<file path="src/rtl/seq_fsm.sv">
// seq_fsm: N-stage pipeline sequencer with automatic/manual stages, one-cycle start
// pulses, Enter edge detection and Back navigation. Define SEQ_TIMEOUT_EN for the auto-stage timeout.
module seq_fsm #(
  parameter int                  N_STAGES       = 5,
  parameter logic [N_STAGES-1:0] AUTO_MASK      = N_STAGES'(5'b00010),
  parameter int                  BACK_MODE      = 0,
  parameter int                  TIMEOUT_CYCLES = 65_000_000,
  localparam int                 SW             = $clog2(N_STAGES)
) (
  input  logic                clk,
  input  logic                rst_n,
  input  logic                button_enter,
  input  logic                switch,
  input  logic [N_STAGES-1:0] done,
  output logic [SW-1:0]       stage,
  output logic [N_STAGES-1:0] start,
  output logic                in_start,
  output logic                waiting_auto,
  output logic                timed_out
);

  typedef enum logic {PH_START = 1'b0, PH_WAIT = 1'b1} phase_e;

  phase_e        phase_q, phase_d;
  logic [SW-1:0] stage_q, stage_d;
  logic [SW-1:0] stage_inc;
  logic          button_q, btn_valid_q;
  logic          press, fwd, back;
  logic          stage_valid, is_auto;
  logic          timeout_hit, set_timeout, entering;

  // The first sample after reset has no valid predecessor, so a button held
  // through reset release cannot form an edge.
  assign press = button_enter & ~button_q & btn_valid_q;
  assign fwd   = press & switch;
  assign back  = press & ~switch;

  assign stage_valid = (32'(stage_q) < 32'(N_STAGES));
  assign is_auto     = stage_valid && AUTO_MASK[stage_q];
  assign stage_inc   = (stage_q == SW'(N_STAGES - 1)) ? '0 : stage_q + 1'b1;

  // NOTE: every signal is given a default before the decision tree so no path
  // leaves it unassigned, which would otherwise infer a latch.
  always_comb begin
    stage_d     = stage_q;
    phase_d     = phase_q;
    set_timeout = 1'b0;
    entering    = 1'b0;
    if (!stage_valid) begin
      stage_d  = '0;
      phase_d  = PH_START;
      entering = 1'b1;
    end else if (phase_q == PH_START) begin
      phase_d = PH_WAIT;
    end else if (back && stage_q != '0) begin
      stage_d  = (BACK_MODE == 1) ? stage_q - 1'b1 : '0;
      phase_d  = PH_START;
      entering = 1'b1;
    end else if (is_auto && done[stage_q]) begin
      stage_d  = stage_inc;
      phase_d  = PH_START;
      entering = 1'b1;
    end else if (is_auto && timeout_hit) begin
      stage_d     = stage_inc;
      phase_d     = PH_START;
      entering    = 1'b1;
      set_timeout = 1'b1;
    end else if (!is_auto && fwd) begin
      stage_d  = stage_inc;
      phase_d  = PH_START;
      entering = 1'b1;
    end
  end

  // NOTE: state registers use non-blocking assignments so every flop samples
  // the pre-edge values regardless of statement order.
  always_ff @(posedge clk or negedge rst_n) begin
    if (!rst_n) begin
      stage_q     <= '0;
      phase_q     <= PH_WAIT;
      button_q    <= 1'b0;
      btn_valid_q <= 1'b0;
    end else begin
      stage_q     <= stage_d;
      phase_q     <= phase_d;
      button_q    <= button_enter;
      btn_valid_q <= 1'b1;
    end
  end

`ifdef SEQ_TIMEOUT_EN
  localparam int CW = $clog2(TIMEOUT_CYCLES + 1);

  logic [CW-1:0] cnt_q, cnt_d;
  logic          timed_out_q, timed_out_d;

  // cnt_q holds the WAIT cycles already spent, so the current one is cnt_q+1.
  assign timeout_hit = (cnt_q == CW'(TIMEOUT_CYCLES - 1));

  always_comb begin
    cnt_d = cnt_q;
    if (phase_q == PH_START)  cnt_d = '0;
    else if (is_auto)         cnt_d = cnt_q + 1'b1;

    timed_out_d = timed_out_q;
    if (set_timeout)                     timed_out_d = 1'b1;
    else if (entering && stage_d == '0)  timed_out_d = 1'b0;
  end

  always_ff @(posedge clk or negedge rst_n) begin
    if (!rst_n) begin
      cnt_q       <= '0;
      timed_out_q <= 1'b0;
    end else begin
      cnt_q       <= cnt_d;
      timed_out_q <= timed_out_d;
    end
  end

  assign timed_out = timed_out_q;
`else
  assign timeout_hit = 1'b0;
  assign timed_out   = 1'b0;
`endif

  always_comb begin
    start = '0;
    if (phase_q == PH_START && stage_valid) start[stage_q] = 1'b1;
  end

  assign stage        = stage_q;
  assign in_start     = (phase_q == PH_START);
  assign waiting_auto = (phase_q == PH_WAIT) && is_auto;

endmodule
</file>
<file path="config.mk">
export PLATFORM = sky130hd
export DESIGN_NAME = seq_fsm
export DESIGN_NICKNAME = d
export VERILOG_FILES = /design/src/rtl/seq_fsm.sv
export SDC_FILE = /design/constraint.sdc
export NUM_CORES = 1
export LEC_CHECK = 0
export CORE_MARGIN = 2
export CORE_UTILIZATION = 29
export CTS_CLUSTER_SIZE = 10
export DETAILED_ROUTE_END_ITERATION = 16
export GPL_TIMING_DRIVEN = 0
export SKIP_LAST_GASP = 1
export SYNTH_ARGS = -nofsm -noshare
export SYNTH_HDL_FRONTEND = slang
export SYNTH_SLANG_ARGS = --single-unit
</file>
<file path="constraint.sdc">
create_clock -name clk -period 4.7 [get_ports clk]
set_input_delay 0.705 -clock clk [delete_from_list [all_inputs] [get_ports clk]]
set_output_delay 0.705 -clock clk [all_outputs]
set_load 0.01 [all_outputs]
</file>
==> out/summary.txt <==
Result of the run: finished clean
Family with the most delay on the worst path: buffers and inverters
DR vias: 433
Setup_tns: 0 ns
Core box area: 0.00154 mm^2
Number of top-level pins: 20
Slowest cell on crit path: sky130_fd_sc_hd__clkdlybuf4s50_1
Post-detailed-routing wire length: 1.05 mm
Setup Buffers After CTS: 0
Capturing point of the worst reg2reg path: stage[2]$_DFFE_PN0P_
Max Freq: 399 MHz
Leakage: 0.297 nW
Commonest cells after routing, fill and taps aside: sky130_fd_sc_hd__clkdlybuf4s50_1, sky130_fd_sc_hd__nor2_1, sky130_fd_sc_hd__dfrtp_1
Initial core utilization: 31.7%
Critical path depth in cells: 5
Number of buffer cells added on primary ports: 17
Sequence of cells on the critical path: inv_1, ha_1, nand2_1, nor2_1, clkdlybuf4s50_1
PnR Total Power: 0.380 mW
Number of buffers added by the clock tree synthesis step: 3
Antenna-violating nets left: 0
Share of flip-flops with an asynchronous set or reset: 100%
TritonCTS clock tree: yes
Number of diodes added for antenna fixing: 0
Crit. End Element: output port
Part of the cycle the worst path needs: 53.3%
Syn_area_per_cell: 9.38 um^2
Clk pwr share: 13.4%
Leading register cell type out of synthesis: sky130_fd_sc_hd__dfrtp_1
Setup slack, reg-to-reg: 2.89 ns
Path category of the worst min-delay check: reg -> reg
FF-to-FF Start: stage[0]$_DFFE_PN0P_
Pre-CTS setup slack: 2.44 ns
Estimated wirelength of the detail-placed design: 814 um
Residual DRC count: 0
Initial antenna violation count: 0
NumNets Final: 86
Post-synthesis net count: 64
Required arrival time at the worst endpoint: 3.99 ns
Instance area after placement: 678 um^2
Multiplexer share of the synthesized area: 10.5%
XOR/XNOR Fraction of Synth Area: 0%
Post-layout utilization of the core: 45.7%
Setup-violating endpoint count in the final report: 0
Startpoint type of the worst setup path: flip-flop
Gate Count Post-Synth: 52
Final weighted congestion in routability-driven placement: 0.727
CTS H-Tree Depth: 1
Buffers and inverters on the worst path: 2
Latest clock arrival within the worst-skew pair: 0.24 ns
Number of synthesized flops with an enable pin: 0
Vertical die dimension: 45.0 um
Maximum vdd drop: 0.195 mV
Share of the synthesized area in compound gates (AO/OA/AOI/OAI): 12.1%
Global-route wire length before repair: 1.66 mm
Worst reg-to-reg path cell count: 7
Last element of the critical path: waiting_auto
Number of rows created at floorplan: 14
Net Switching: 0.154 mW
Number of storage elements in the synthesis netlist: 6
Unrepaired setup endpoints after global routing: false
Synthesis-to-layout area growth: 44.4%
Total GRT Usage: 11.3%
Number of warnings reported in the yosys synthesis log: 0
Internal power: 0.226 mW
Fraction of power consumed by combinational cells: 61.6%
Origin of the worst setup path: stage[1]$_DFFE_PN0P_
Power per unit of standard cell area: 540 mW/mm^2
Final worst path period need: 2.51 ns
CTS clk-pin slew, worst paths: 0.04 ns
Most common cell after layout, fill and taps aside: sky130_fd_sc_hd__clkdlybuf4s50_1
Fin worst setup slack: 2.19 ns
Simple logic cell fraction of the synthesized area: 28.7%
Routed length per instance: 11.8 um
Initial DRT Pass Iterations: 5
Remaining global-route overflow: 0
Combinational family with the most area after synthesis: simple AND/OR/NAND/NOR gates
Layout cells sized above 1: 19.2%
Number of global-route vias before repair: 370
Maximum fanout along the worst path: 10
Crit path arrival time: 1.80 ns
Post-synth design cell area: 488 um^2
Total Die Area: 0.00203 mm^2
Post-route clock skew: 0.00330 ns
DRC marker count from the first detailed-route iteration: 13
Number of clock sinks: 6
Number of resized instances in the post-cts repair step: 0
Crit-path max cell delay: 0.54 ns
Hold-fix buffers, CTS: 0
Final Hold Vio Count: 0
Max-capacitance violation count: 0
Yosys cell types: 29
Number of buffers between clock root and the deepest sink: 2
Design Area, Final: 704 um^2
Seq pwr share: 25.0%
Maximum number of pins on one net before global-route repair: 11
Die boundary width: 45.0 um
Portion of the post-synthesis area used by sequential elements: 31.0%
Crit Path Class: reg -> out
Root Driver: sky130_fd_sc_hd__clkbuf_4
Fin. max-slew vios: 0
Area share of fa/ha/maj cells after synthesis: 7.69%
Post-detailed-route via-to-cell ratio: 4.87
Sw Ratio: 40.5%
-- kinds of logic (layout without fill, tap and decap cells) --
| kind of cell | after synthesis | in the layout |
|---|---|---|
| flops | 6 | 6 |
| compound gates | 7 | 7 |
| other cells | 2 | 2 |
| simple gates | 23 | 23 |
| mux | 5 | 5 |
| buf+inv | 6 | 27 |
| fa+ha+maj | 3 | 3 |
-- routing by layer --
metal	share of wire (%)	up-vias	global-route usage [%]
li1	-	223	-
met1	50	202	16.9
met2	47	8	17.1
met3	2.7	0	2.40
met4	0	0	1.76
met5	0	-	0
-- Yosys cell counts, types with 2 or more instances --
cell	instances	area (um^2)
sky130_fd_sc_hd__nor2_1	6	22.5
sky130_fd_sc_hd__dfrtp_1	5	125
sky130_fd_sc_hd__mux2i_1	4	40.0
sky130_fd_sc_hd__ha_1	3	37.5
sky130_fd_sc_hd__inv_1	3	11.3
sky130_fd_sc_hd__nand2_1	3	11.3
sky130_fd_sc_hd__o21ai_0	3	15.0
sky130_fd_sc_hd__buf_6	2	22.5
sky130_fd_sc_hd__conb_1	2	7.51
sky130_fd_sc_hd__nor3_1	2	10.0
-- registers in the layout, indices dropped and copies added (netlist names) --
register     flops
btn_valid_q      1
button_q         1
stage            3
phase_q          1
-- worst register-to-register path, delay by kind of cell (launching register included) --
| family | cells | cell delay [ns] |
|---|---|---|
| mux | 1 | 0.09 |
| buf+inv | 2 | 0.24 |
| fa+ha+maj | 1 | 0.23 |
| compound gates | 3 | 0.72 |
| flops | 1 | 0.41 |
-- metrics by stage --
| stage | instances | hold slack (ns) |
|---|---|---|
| floorplan | 52 | 0.409 |
| global placement | 85 | 0.617 |
| detailed placement | 85 | 0.619 |
| CTS | 89 | 0.627 |
| global route | 89 | 0.649 |
| finish | 89 | 0.629 |
-- layout make-up --
cell class / count / area [um^2]
plain buffers: 3 / 30.0
repair buffers: 17 / 170
flip-flops and latches: 6 / 151
multi-input cells: 40 / 295
well taps: 16 / 20.0
fillers: 154 / 837
inverters: 3 / 11.3
clock buffers: 4 / 26.3
-- power groups by stage --
stage | Sequential [mW] | Clock (mW) | Combinational, mW
finish | 0.0950 | 0.0511 | 0.234
floorplan | 0.0953 | 0 | 0.150
global placement | 0.0964 | 0 | 0.239
detailed placement | 0.0957 | 0 | 0.235
CTS | 0.0947 | 0.0533 | 0.236
global route | 0.0972 | 0.0567 | 0.258
-- how the worst min path moves through the flow --
stage,from,end,slack [ns],cells after the start
final,stage[2]$_DFFE_PN0P_,phase_q$_DFF_PN1_,0.63,2
after CTS,stage[2]$_DFFE_PN0P_,phase_q$_DFF_PN1_,0.63,2
after global placement,stage[2]$_DFFE_PN0P_,phase_q$_DFF_PN1_,0.62,2
after floorplan,rst_n,btn_valid_q$_DFF_PN0_,0.41,0
after global routing,stage[2]$_DFFE_PN0P_,phase_q$_DFF_PN1_,0.65,2
after detailed placement,stage[2]$_DFFE_PN0P_,phase_q$_DFF_PN1_,0.62,2
(Power assumes the default switching activity.)
